<file path="src/rtl/bbtron_pkg.sv">
// Shared widths, address/word types and the REG_BYPASS_EN build switch for the
// register file and its neighbours (ALU, writeback).
package bbtron_pkg;

    localparam int unsigned DATA_W   = 32;
    localparam int unsigned NUM_REGS = 32;
    localparam int unsigned ADDR_W   = 5;

    typedef logic [DATA_W-1:0] word_t;
    typedef logic [ADDR_W-1:0] reg_addr_t;

    localparam reg_addr_t ZERO_REG = 5'd0;

    // Same-edge write-to-read forwarding; when off, the pipeline inserts a bubble.
`ifdef REG_BYPASS_EN
    localparam bit BYPASS_EN = 1'b1;
`else
    localparam bit BYPASS_EN = 1'b0;
`endif

endpackage

</file>
<file path="src/rtl/register_bank_if.sv">
// Read/write bus of the register file: master is the pipeline, slave is register_bank.
interface register_bank_if #(
    parameter int unsigned DATA_W = bbtron_pkg::DATA_W,
    parameter int unsigned ADDR_W = bbtron_pkg::ADDR_W
);

    logic              rd_en;
    logic [ADDR_W-1:0] rs_addr;
    logic [ADDR_W-1:0] rt_addr;
    logic              wr_en;
    logic [ADDR_W-1:0] wr_addr;
    logic [DATA_W-1:0] wr_data;
    logic [DATA_W-1:0] data1;
    logic [DATA_W-1:0] data2;
    logic              rd_valid;

    modport master (
        output rd_en, rs_addr, rt_addr, wr_en, wr_addr, wr_data,
        input  data1, data2, rd_valid
    );

    modport slave (
        input  rd_en, rs_addr, rt_addr, wr_en, wr_addr, wr_data,
        output data1, data2, rd_valid
    );

endinterface

</file>
<file path="src/rtl/register_bank_reg_read_port.sv">
// One registered read port: address decode, r0/out-of-range zeroing,
// optional same-edge bypass (REG_BYPASS_EN) and the operand output register.
module reg_read_port
    import bbtron_pkg::*;
#(
    parameter int unsigned DATA_W   = bbtron_pkg::DATA_W,
    parameter int unsigned NUM_REGS = bbtron_pkg::NUM_REGS,
    parameter int unsigned ADDR_W   = bbtron_pkg::ADDR_W
) (
    input  logic              clk,
    input  logic              rst_n,
    input  logic              rd_en_i,
    input  logic [ADDR_W-1:0] addr_i,
    input  logic [DATA_W-1:0] regs_i [NUM_REGS],
    input  logic              wr_en_i,
    input  logic [ADDR_W-1:0] wr_addr_i,
    input  logic [DATA_W-1:0] wr_data_i,
    output logic [DATA_W-1:0] data_o
);

    logic [DATA_W-1:0] data_d;
    logic [DATA_W-1:0] data_q;
    logic              in_range;
    logic              fwd_hit;

    always_comb begin
        in_range = (32'(addr_i) < NUM_REGS) && (addr_i != ZERO_REG);
        fwd_hit  = BYPASS_EN && wr_en_i && (wr_addr_i != ZERO_REG) && (wr_addr_i == addr_i);
        data_d   = data_q;
        if (rd_en_i) begin
            if (!in_range) begin
                data_d = '0;
            end else if (fwd_hit) begin
                data_d = wr_data_i;
            end else begin
                data_d = regs_i[addr_i];
            end
        end
    end

    always_ff @(posedge clk or negedge rst_n) begin
        if (!rst_n) begin
            data_q <= '0;
        end else begin
            data_q <= data_d;
        end
    end

    assign data_o = data_q;

endmodule

</file>
<file path="src/rtl/register_bank.sv">
// Two-read/one-write register file feeding the ALU; r0 reads as zero.
// Same-edge forwarding is selected at build time by REG_BYPASS_EN.
module register_bank
    import bbtron_pkg::*;
#(
    parameter int unsigned DATA_W   = bbtron_pkg::DATA_W,
    parameter int unsigned NUM_REGS = bbtron_pkg::NUM_REGS,
    parameter int unsigned ADDR_W   = bbtron_pkg::ADDR_W
) (
    input  logic           clk,
    input  logic           rst_n,
    register_bank_if.slave bus
);

    logic [DATA_W-1:0] regs_q [NUM_REGS];
    logic              rd_valid_q;
    logic              wr_hit;

    // r0 is never written, so it stays at its reset value of zero.
    assign wr_hit = bus.wr_en && (bus.wr_addr != ZERO_REG) && (32'(bus.wr_addr) < NUM_REGS);

    always_ff @(posedge clk or negedge rst_n) begin
        if (!rst_n) begin
            for (int unsigned i = 0; i < NUM_REGS; i++) begin
                regs_q[i] <= '0;
            end
        end else if (wr_hit) begin
            regs_q[bus.wr_addr] <= bus.wr_data;
        end
    end

    always_ff @(posedge clk or negedge rst_n) begin
        if (!rst_n) begin
            rd_valid_q <= 1'b0;
        end else begin
            rd_valid_q <= bus.rd_en;
        end
    end

    reg_read_port #(
        .DATA_W   (DATA_W),
        .NUM_REGS (NUM_REGS),
        .ADDR_W   (ADDR_W)
    ) u_port_a (
        .clk       (clk),
        .rst_n     (rst_n),
        .rd_en_i   (bus.rd_en),
        .addr_i    (bus.rs_addr),
        .regs_i    (regs_q),
        .wr_en_i   (bus.wr_en),
        .wr_addr_i (bus.wr_addr),
        .wr_data_i (bus.wr_data),
        .data_o    (bus.data1)
    );

    reg_read_port #(
        .DATA_W   (DATA_W),
        .NUM_REGS (NUM_REGS),
        .ADDR_W   (ADDR_W)
    ) u_port_b (
        .clk       (clk),
        .rst_n     (rst_n),
        .rd_en_i   (bus.rd_en),
        .addr_i    (bus.rt_addr),
        .regs_i    (regs_q),
        .wr_en_i   (bus.wr_en),
        .wr_addr_i (bus.wr_addr),
        .wr_data_i (bus.wr_data),
        .data_o    (bus.data2)
    );

    assign bus.rd_valid = rd_valid_q;

endmodule

</file>
<file path="src/flat_wrapper.sv">
// flat-port wrapper written by rule: the top's interface ports become plain ports
module register_bank_flat import bbtron_pkg::*;
#(
    parameter int unsigned DATA_W   = bbtron_pkg::DATA_W,
    parameter int unsigned NUM_REGS = bbtron_pkg::NUM_REGS,
    parameter int unsigned ADDR_W   = bbtron_pkg::ADDR_W
)
  (clk, rst_n, bus_rd_en, bus_rs_addr, bus_rt_addr, bus_wr_en, bus_wr_addr, bus_wr_data, bus_data1, bus_data2, bus_rd_valid);
  register_bank_if #(.DATA_W(DATA_W), .ADDR_W(ADDR_W)) bus_i ();
  input  logic clk;
  input  logic rst_n;
  input wire logic [$bits(bus_i.rd_en)-1:0] bus_rd_en;
  input wire logic [$bits(bus_i.rs_addr)-1:0] bus_rs_addr;
  input wire logic [$bits(bus_i.rt_addr)-1:0] bus_rt_addr;
  input wire logic [$bits(bus_i.wr_en)-1:0] bus_wr_en;
  input wire logic [$bits(bus_i.wr_addr)-1:0] bus_wr_addr;
  input wire logic [$bits(bus_i.wr_data)-1:0] bus_wr_data;
  output wire logic [$bits(bus_i.data1)-1:0] bus_data1;
  output wire logic [$bits(bus_i.data2)-1:0] bus_data2;
  output wire logic [$bits(bus_i.rd_valid)-1:0] bus_rd_valid;
  assign bus_i.rd_en = bus_rd_en;
  assign bus_i.rs_addr = bus_rs_addr;
  assign bus_i.rt_addr = bus_rt_addr;
  assign bus_i.wr_en = bus_wr_en;
  assign bus_i.wr_addr = bus_wr_addr;
  assign bus_i.wr_data = bus_wr_data;
  assign bus_data1 = bus_i.data1;
  assign bus_data2 = bus_i.data2;
  assign bus_rd_valid = bus_i.rd_valid;
  register_bank #(.DATA_W(DATA_W), .NUM_REGS(NUM_REGS), .ADDR_W(ADDR_W)) u_core (.clk(clk), .rst_n(rst_n), .bus(bus_i));
endmodule
</file>
<file path="config.mk">
export PLATFORM = sky130hd
export DESIGN_NAME = register_bank_flat
export DESIGN_NICKNAME = d
export VERILOG_FILES = /design/src/rtl/bbtron_pkg.sv /design/src/rtl/register_bank_if.sv /design/src/rtl/register_bank_reg_read_port.sv /design/src/rtl/register_bank.sv /design/src/flat_wrapper.sv
export SDC_FILE = /design/constraint.sdc
export NUM_CORES = 2
export LEC_CHECK = 0
export BUFFER_PORTS_ARGS = -buffer_cell sky130_fd_sc_hd__buf_2
export CORE_UTILIZATION = 64
export DETAILED_ROUTE_END_ITERATION = 12
export GPL_ROUTABILITY_DRIVEN = 0
export PLACE_DENSITY_LB_ADDON = 0.05
export REMOVE_ABC_BUFFERS = 1
export SETUP_SLACK_MARGIN = 0.15
export SKIP_LAST_GASP = 1
export SLEW_MARGIN = 15
export SYNTH_ARGS = -nofsm -noshare
export SYNTH_HDL_FRONTEND = slang
export SYNTH_SLANG_ARGS = --single-unit
</file>
<file path="constraint.sdc">
create_clock -name clk -period 2.4 [get_ports clk]
set_input_delay 0.6 -clock clk [delete_from_list [all_inputs] [get_ports clk]]
set_output_delay 0.6 -clock clk [all_outputs]
set_load 0.005 [all_outputs]
</file>
After elaboration in Yosys (flattened, before gate mapping)
Index checks and enable logic that the tools add are counted.
{"block": "op_classes", "add_sub_neg": 0, "multipliers": 0, "n_div": 0, "magnitude_cmp": 4, "n_eq_ne": 0, "n_shift": 0, "n_mux": 11, "bitwise": 3, "reduce_logical": 5}
{"op": "$bwmux 1024", "n": 1}
{"op": "$bmux 32 s5", "n": 2}
{"op": "$mux 32", "n": 7}
{"op": "$demux 32 s5", "n": 1}
{"op": "$ge 6x6->1 const B", "n": 3}
{"op": "$not 5->6", "n": 3}
{"op": "$reduce_bool 5->1", "n": 3}
{"op": "$lt 6x1->1 const B", "n": 1}
{"op": "$logic_and 1x1->1", "n": 2}
{"block": "word_totals", "regBits": 1089, "latchBits": 0, "ram_bits": 0, "rom_bits": 0, "out_inout_bits": 65, "n_memories": 0}

Depth between registers and ports, before layout
{"block": "logic_depth", "depth_word": 6, "ltp_mapped": 9, "mapped_depth_nobuf": 4}

Modules after synthesis
Synthesis repeated with hierarchy kept, for this count alone.
{"block": "unflattened", "hier_cells": 4004, "hier_area_um2": 56843.3}
{"mod": "register_bank", "n_inst": 1, "cells_per_inst": 2288, "area_per_inst_um2": 38097.8, "seq_area_each_um2": 25649.6}
{"mod": "reg_read_port", "n_inst": 2, "cells_per_inst": 858, "area_per_inst_um2": 9372.7, "seq_area_each_um2": 800.8}

Least setup slack after synthesis
No wires, ideal clock.
{"block": "synth_path", "path_kind": "input -> register", "from": "input port bus_rs_addr[1]", "to": "register u_core.u_port_a.data_q[14], in the netlist u_core.u_port_a.data_o[14]", "t_arrival_ps": 2297, "slack_ps": -35, "path_stages": 8, "path_buffers": 4, "path_cell_list": "buf_2 > buf_2 > buf_2 > buf_1 > mux2i_1 > o211ai_1 > a2111oi_0 > a21oi_1"}
{"block": "synth_via", "elab_chain_len": 5}
{"item": "start: declaration", "line_no": "flat_wrapper.sv:13", "rtl": "input wire logic [$bits(bus_i.rs_addr)-1:0] bus_rs_addr;"}
{"item": "$not 5->6 (implied by the code)", "line_no": "register_bank_reg_read_port.sv:36", "rtl": "data_d = regs_i[addr_i];"}
{"item": "$bmux 32 s5", "line_no": "register_bank_reg_read_port.sv:36"}
{"item": "$mux 32 (implied by the code) (2 in series)", "line_no": "register_bank_reg_read_port.sv:36"}
{"item": "$mux 32 *", "line_no": "register_bank_reg_read_port.sv:31", "rtl": "if (!in_range) begin"}
{"item": "end signal: assignment", "line_no": "register_bank_reg_read_port.sv:45", "rtl": "data_q <= data_d;"}
{"item": "end: declaration", "line_no": "register_bank_reg_read_port.sv:22", "rtl": "logic [DATA_W-1:0] data_q;"}
Every way passes the cells marked *; elsewhere a longest branch is shown, timed or not. The select of a mux whose other input is x is not followed.
A chain may end at the register's enable or synchronous reset.

Final worst setup path
{"block": "layout_path", "from": "input port bus_rt_addr[0]", "to": "register u_core.u_port_b.data_q[4], in the netlist u_core.u_port_b.data_o[4]"}
{"block": "layout_via", "elab_chain_len": 5}
{"item": "start: declaration", "line_no": "flat_wrapper.sv:14", "rtl": "input wire logic [$bits(bus_i.rt_addr)-1:0] bus_rt_addr;"}
{"item": "$not 5->6 (implied by the code)", "line_no": "register_bank_reg_read_port.sv:36"}
{"item": "$bmux 32 s5", "line_no": "register_bank_reg_read_port.sv:36"}
{"item": "$mux 32 (implied by the code) (2 in series)", "line_no": "register_bank_reg_read_port.sv:36"}
{"item": "$mux 32 *", "line_no": "register_bank_reg_read_port.sv:31"}
{"item": "end signal: assignment", "line_no": "register_bank_reg_read_port.sv:45"}
{"item": "end: declaration", "line_no": "register_bank_reg_read_port.sv:22"}
Marked as above.

==> results list <==
- Drt wl/cell: 32.60 um
- The worst register-to-register path has a depth of 5.
- Number of antenna violations at the first check in global routing: 5
* Post-synthesis sequential area ratio: 48.08%
* Endpoint kind of the worst setup timing path: register
- Along the worst hold path, the cell count comes to 1.
* Part of the power in the clock network: 35.1%
* FMAX: 0.4928 GHz
- After detailed routing, the total wire length is roughly 180,000 um.
- Status: complete, no violations
- Clock latency on the worst-skew pair, taken at its later pin, is around 0.7 ns.
* Final total negative setup slack: 0 ns
- HPWL reported at the end of detailed placement: 112,800 um
* Via count of the first global-routing pass: 41,400
- Critical hold path startpoint: bus_rd_en
- Library cell used as clock root buffer: clkbuf_16
- Utilization of the core after routing: 75.29%
- Number of synthesized register bits: 1,089
* Worst endpoint required time: 2.96 ns
* Starting Density: 64.93%
- Post-Synthesis Mean Instance Area: 14.13 sq um
- Dividing total power by cell area gives a power density of 816.3 nW/um^2.
- Row count: 108
- The library cell used most frequently in the layout, excluding fill and tap cells, is dfrtp_1.
* Summed instance area of the synthesized netlist: 56,680 sq um
* Flop2flop setup slack: 0.38 ns
* Switching power share of the total: a little over a quarter
- In this run the static leakage power is about 29 nW.
- The floorplan step set the die width to ~300 um.
- During synthesis, Yosys emitted a total of 0 warnings.
* Number of input and output port buffers inserted: between 100 and 150
* Top flip-flop cell by instance count after synthesis: dfrtp_1
- The worst register-to-register path ends at u_core.u_port_a.data_o[15].
* Switching component of the power: 0.01452 W
- Final setup violating endpoints: 0
* Pins Over Slew Limit: 0
* Cells after synthesis: between 4,000 and 5,000
- Data on the critical path arrives at its endpoint at 2.59 ns.
- Synth Area in Simple Gates: 3.194%
* Placed insts: 5,226
- Across the VDD grid, the largest voltage drop is 674.1 uV.
- Die outline height: 299.6 um
* Number of buffers created by CTS: 113
- Remaining global-route overflow: 0
* Post-DRT Antenna Nets: 0
- Register clock-pin slew on the reported worst setup and hold paths: 0.06 ns
- The H-tree was split into 3 levels.
- Final Non-Filler Cells: roughly 5,400
- The critical path is of the input port to register type.
* Number of enable-type register cells in the synthesized netlist: 0
* Clock tree sinks: approximately 1,100
- For the finished layout, the period the worst path requires is 2.029 ns.
* Maximum clock path buffer count: 3
- End point of the most critical hold path: u_core.bus.rd_valid
- Adder-Cell Fraction of Synth Area: 0%
* Number of design rule violations left after detail routing: 0
* Share of synthesized area spent on multiplexers: 40.53%
- The largest single stage delay on the critical path is 0.56 ns.
- STA classifies the critical path startpoint as an input port.
- Net total in the final layout: 4,238
- The design draws 0.05365 W.
- The tool flagged a number of max-cap violations equal to 0.
* Most frequent cells in the layout: dfrtp_1, mux2_2, mux2i_1, mux4_2, buf_4
- The pre-antenna-repair detailed-routing pass consisted of 9 iterations.
- Total routing usage reported by global routing: 40.27%
* CTS tree: built
* Core ar.: 87,290 sq um
- The largest individual stage delay along the critical path comes from the cell a2111oi_0.
* Slew headroom: 37.71%
- The internal power of the cells totals 0.03912 W.
* Synthesis-to-finish area growth: 15.95%
- First-pass GRT wire length: 266,300 um
- Share of flip-flops with an asynchronous set or reset: 100.0%
* Unrepaired setup endpoints after global routing: false
- Classification of the worst-slack hold path: input port to register
* Transition time at the pin with the least slew margin: slightly above 0.9 ns
- Maximum fanout along the worst path: 14
- After detailed routing, the number of vias per cell comes to 7.204.
- Walking the worst path, the cells encountered are buf_8, buf_4, mux4_2, mux2_2, a2111oi_0, a21oi_1.
- Total vias in the final route: 39,200
- Worst hold slack: 0.09146 ns
* Final count of hold timing violations: 0
* Pin count of the biggest net entering global routing: 106
- Combinational share of power: 19.1%
- Count of unique library cells instantiated by Yosys: 37
- Of the available clock period, the critical path in the final layout requires 84.54%.
- around 120 I/O pins were placed.
- Fraction of final layout cells sized beyond drive strength 1: 49.64%
- Xor and xnor area share after synthesis: 0%
- The die covers 89,760 sq um.
* Combinational family with the most area after synthesis: multiplexers
- Sequential share of power: between 40% and 50%
- Worst R2R Start: u_core.regs_q[783]
- Violation count after the first detailed-routing iteration: 4,141
- Share of the synthesized area in compound gates (AO/OA/AOI/OAI): around 4.8%
* Count of antenna diodes in the layout: 0
* Clk_skew: 0.02384 ns
-- synth_stat cells (64+ instances only) --
master / number / share of area (%)
mux4_2: 324 / 13
nand2b_1: 69 / 0.76
or4_1: 64 / 0.85
o22ai_1: 124 / 1.4
a2111oi_0: 66 / 1.0
clkbuf_1: 302 / 2.0
nor2_1: 139 / 0.92
mux2_2: 1050 / 21
dfrtp_1: 1089 / 48
mux2i_1: 378 / 6.7
-- worst max-delay path, delay by kind of cell --
| family | cells | cell delay [ns] |
|---|---|---|
| AO/OA/AOI/OAI | 2 | 0.64 |
| multiplexers | 2 | 0.81 |
| buffers and inverters | 2 | 0.52 |
-- final cells by class --
| cell class | instances | area (sq um) |
|---|---|---|
| inverters | 2 | 7.507 |
| clock buffers | 152 | 3204 |
| clock inverters | 63 | 802.0 |
| repair buffers | 508 | 5283 |
| multi-input cells | 2473 | 27730 |
| fillers | 5364 | 21570 |
| flip-flops and latches | 1089 | 27250 |
| well taps | 1155 | 1445 |
-- registers in the layout, summed over array words and instances, names as in the netlist --
name                    count
u_core.u_port_a.data_o     32
u_core.bus.rd_valid         1
u_core.regs_q            1024
u_core.u_port_b.data_o     32
-- layer usage --
layer | track usage (%) | part of all wire (%)
met5 | 0 | 0.012
met4 | 20.64 | 5.9
met3 | 11.50 | 11
met2 | 60.71 | 45
met1 | 53.69 | 38
-- through the flow --
stage	setup slack [ns]	instance area (sq um)
2_1_floorplan	-2.048	54760
4_1_cts	0.3832	65720
5_1_grt	0.3198	65720
3_3_place_gp	-0.2995	61700
6_report	0.3710	65720
3_5_place_dp	-0.3472	61700
-- power by group through the flow --
stage	clock network, W	registers [W]	logic [W]
detailed placement	0	0.0247	0.0102
floorplan	0	0.0237	0.00679
CTS	0.0190	0.0244	0.0102
global route	0.0197	0.0249	0.0109
global placement	0	0.0242	0.00973
finish	0.0189	0.0245	0.0103
-- kinds of logic after synthesis --
logic type | Yosys count
AO/OA/AOI/OAI | 382
AND/OR/NAND/NOR | 333
buffers and inverters | 449
flip-flops | 1089
multiplexers | 1758
-- worst max path at each step --
stage                                  start                    endpoint  slack, ns  cells past startpoint
after floorplan               bus_wr_addr[1]          u_core.regs_q[768]      -2.05                      3
after CTS                     bus_rt_addr[0]   u_core.u_port_b.data_o[4]       0.38                      6
after global routing      u_core.regs_q[879]  u_core.u_port_a.data_o[15]       0.32                      5
after detailed placement      bus_rt_addr[0]   u_core.u_port_b.data_o[4]      -0.35                      6
after global placement        bus_rt_addr[0]   u_core.u_port_b.data_o[4]      -0.30                      6
final                         bus_rt_addr[0]   u_core.u_port_b.data_o[4]       0.37                      6
-- repair_timing --
| item | 4_1_cts | 5_1_grt |
|---|---|---|
| hold buffers | 1 | 0 |
| setup buffers | 0 | 0 |
| gates resized for setup | 0 | 0 |
| endpoints found under the hold margin | 9 | 0 |
| setup endpoints to repair | 0 | 0 |
Note: power is estimated with default switching activity, not from simulation.
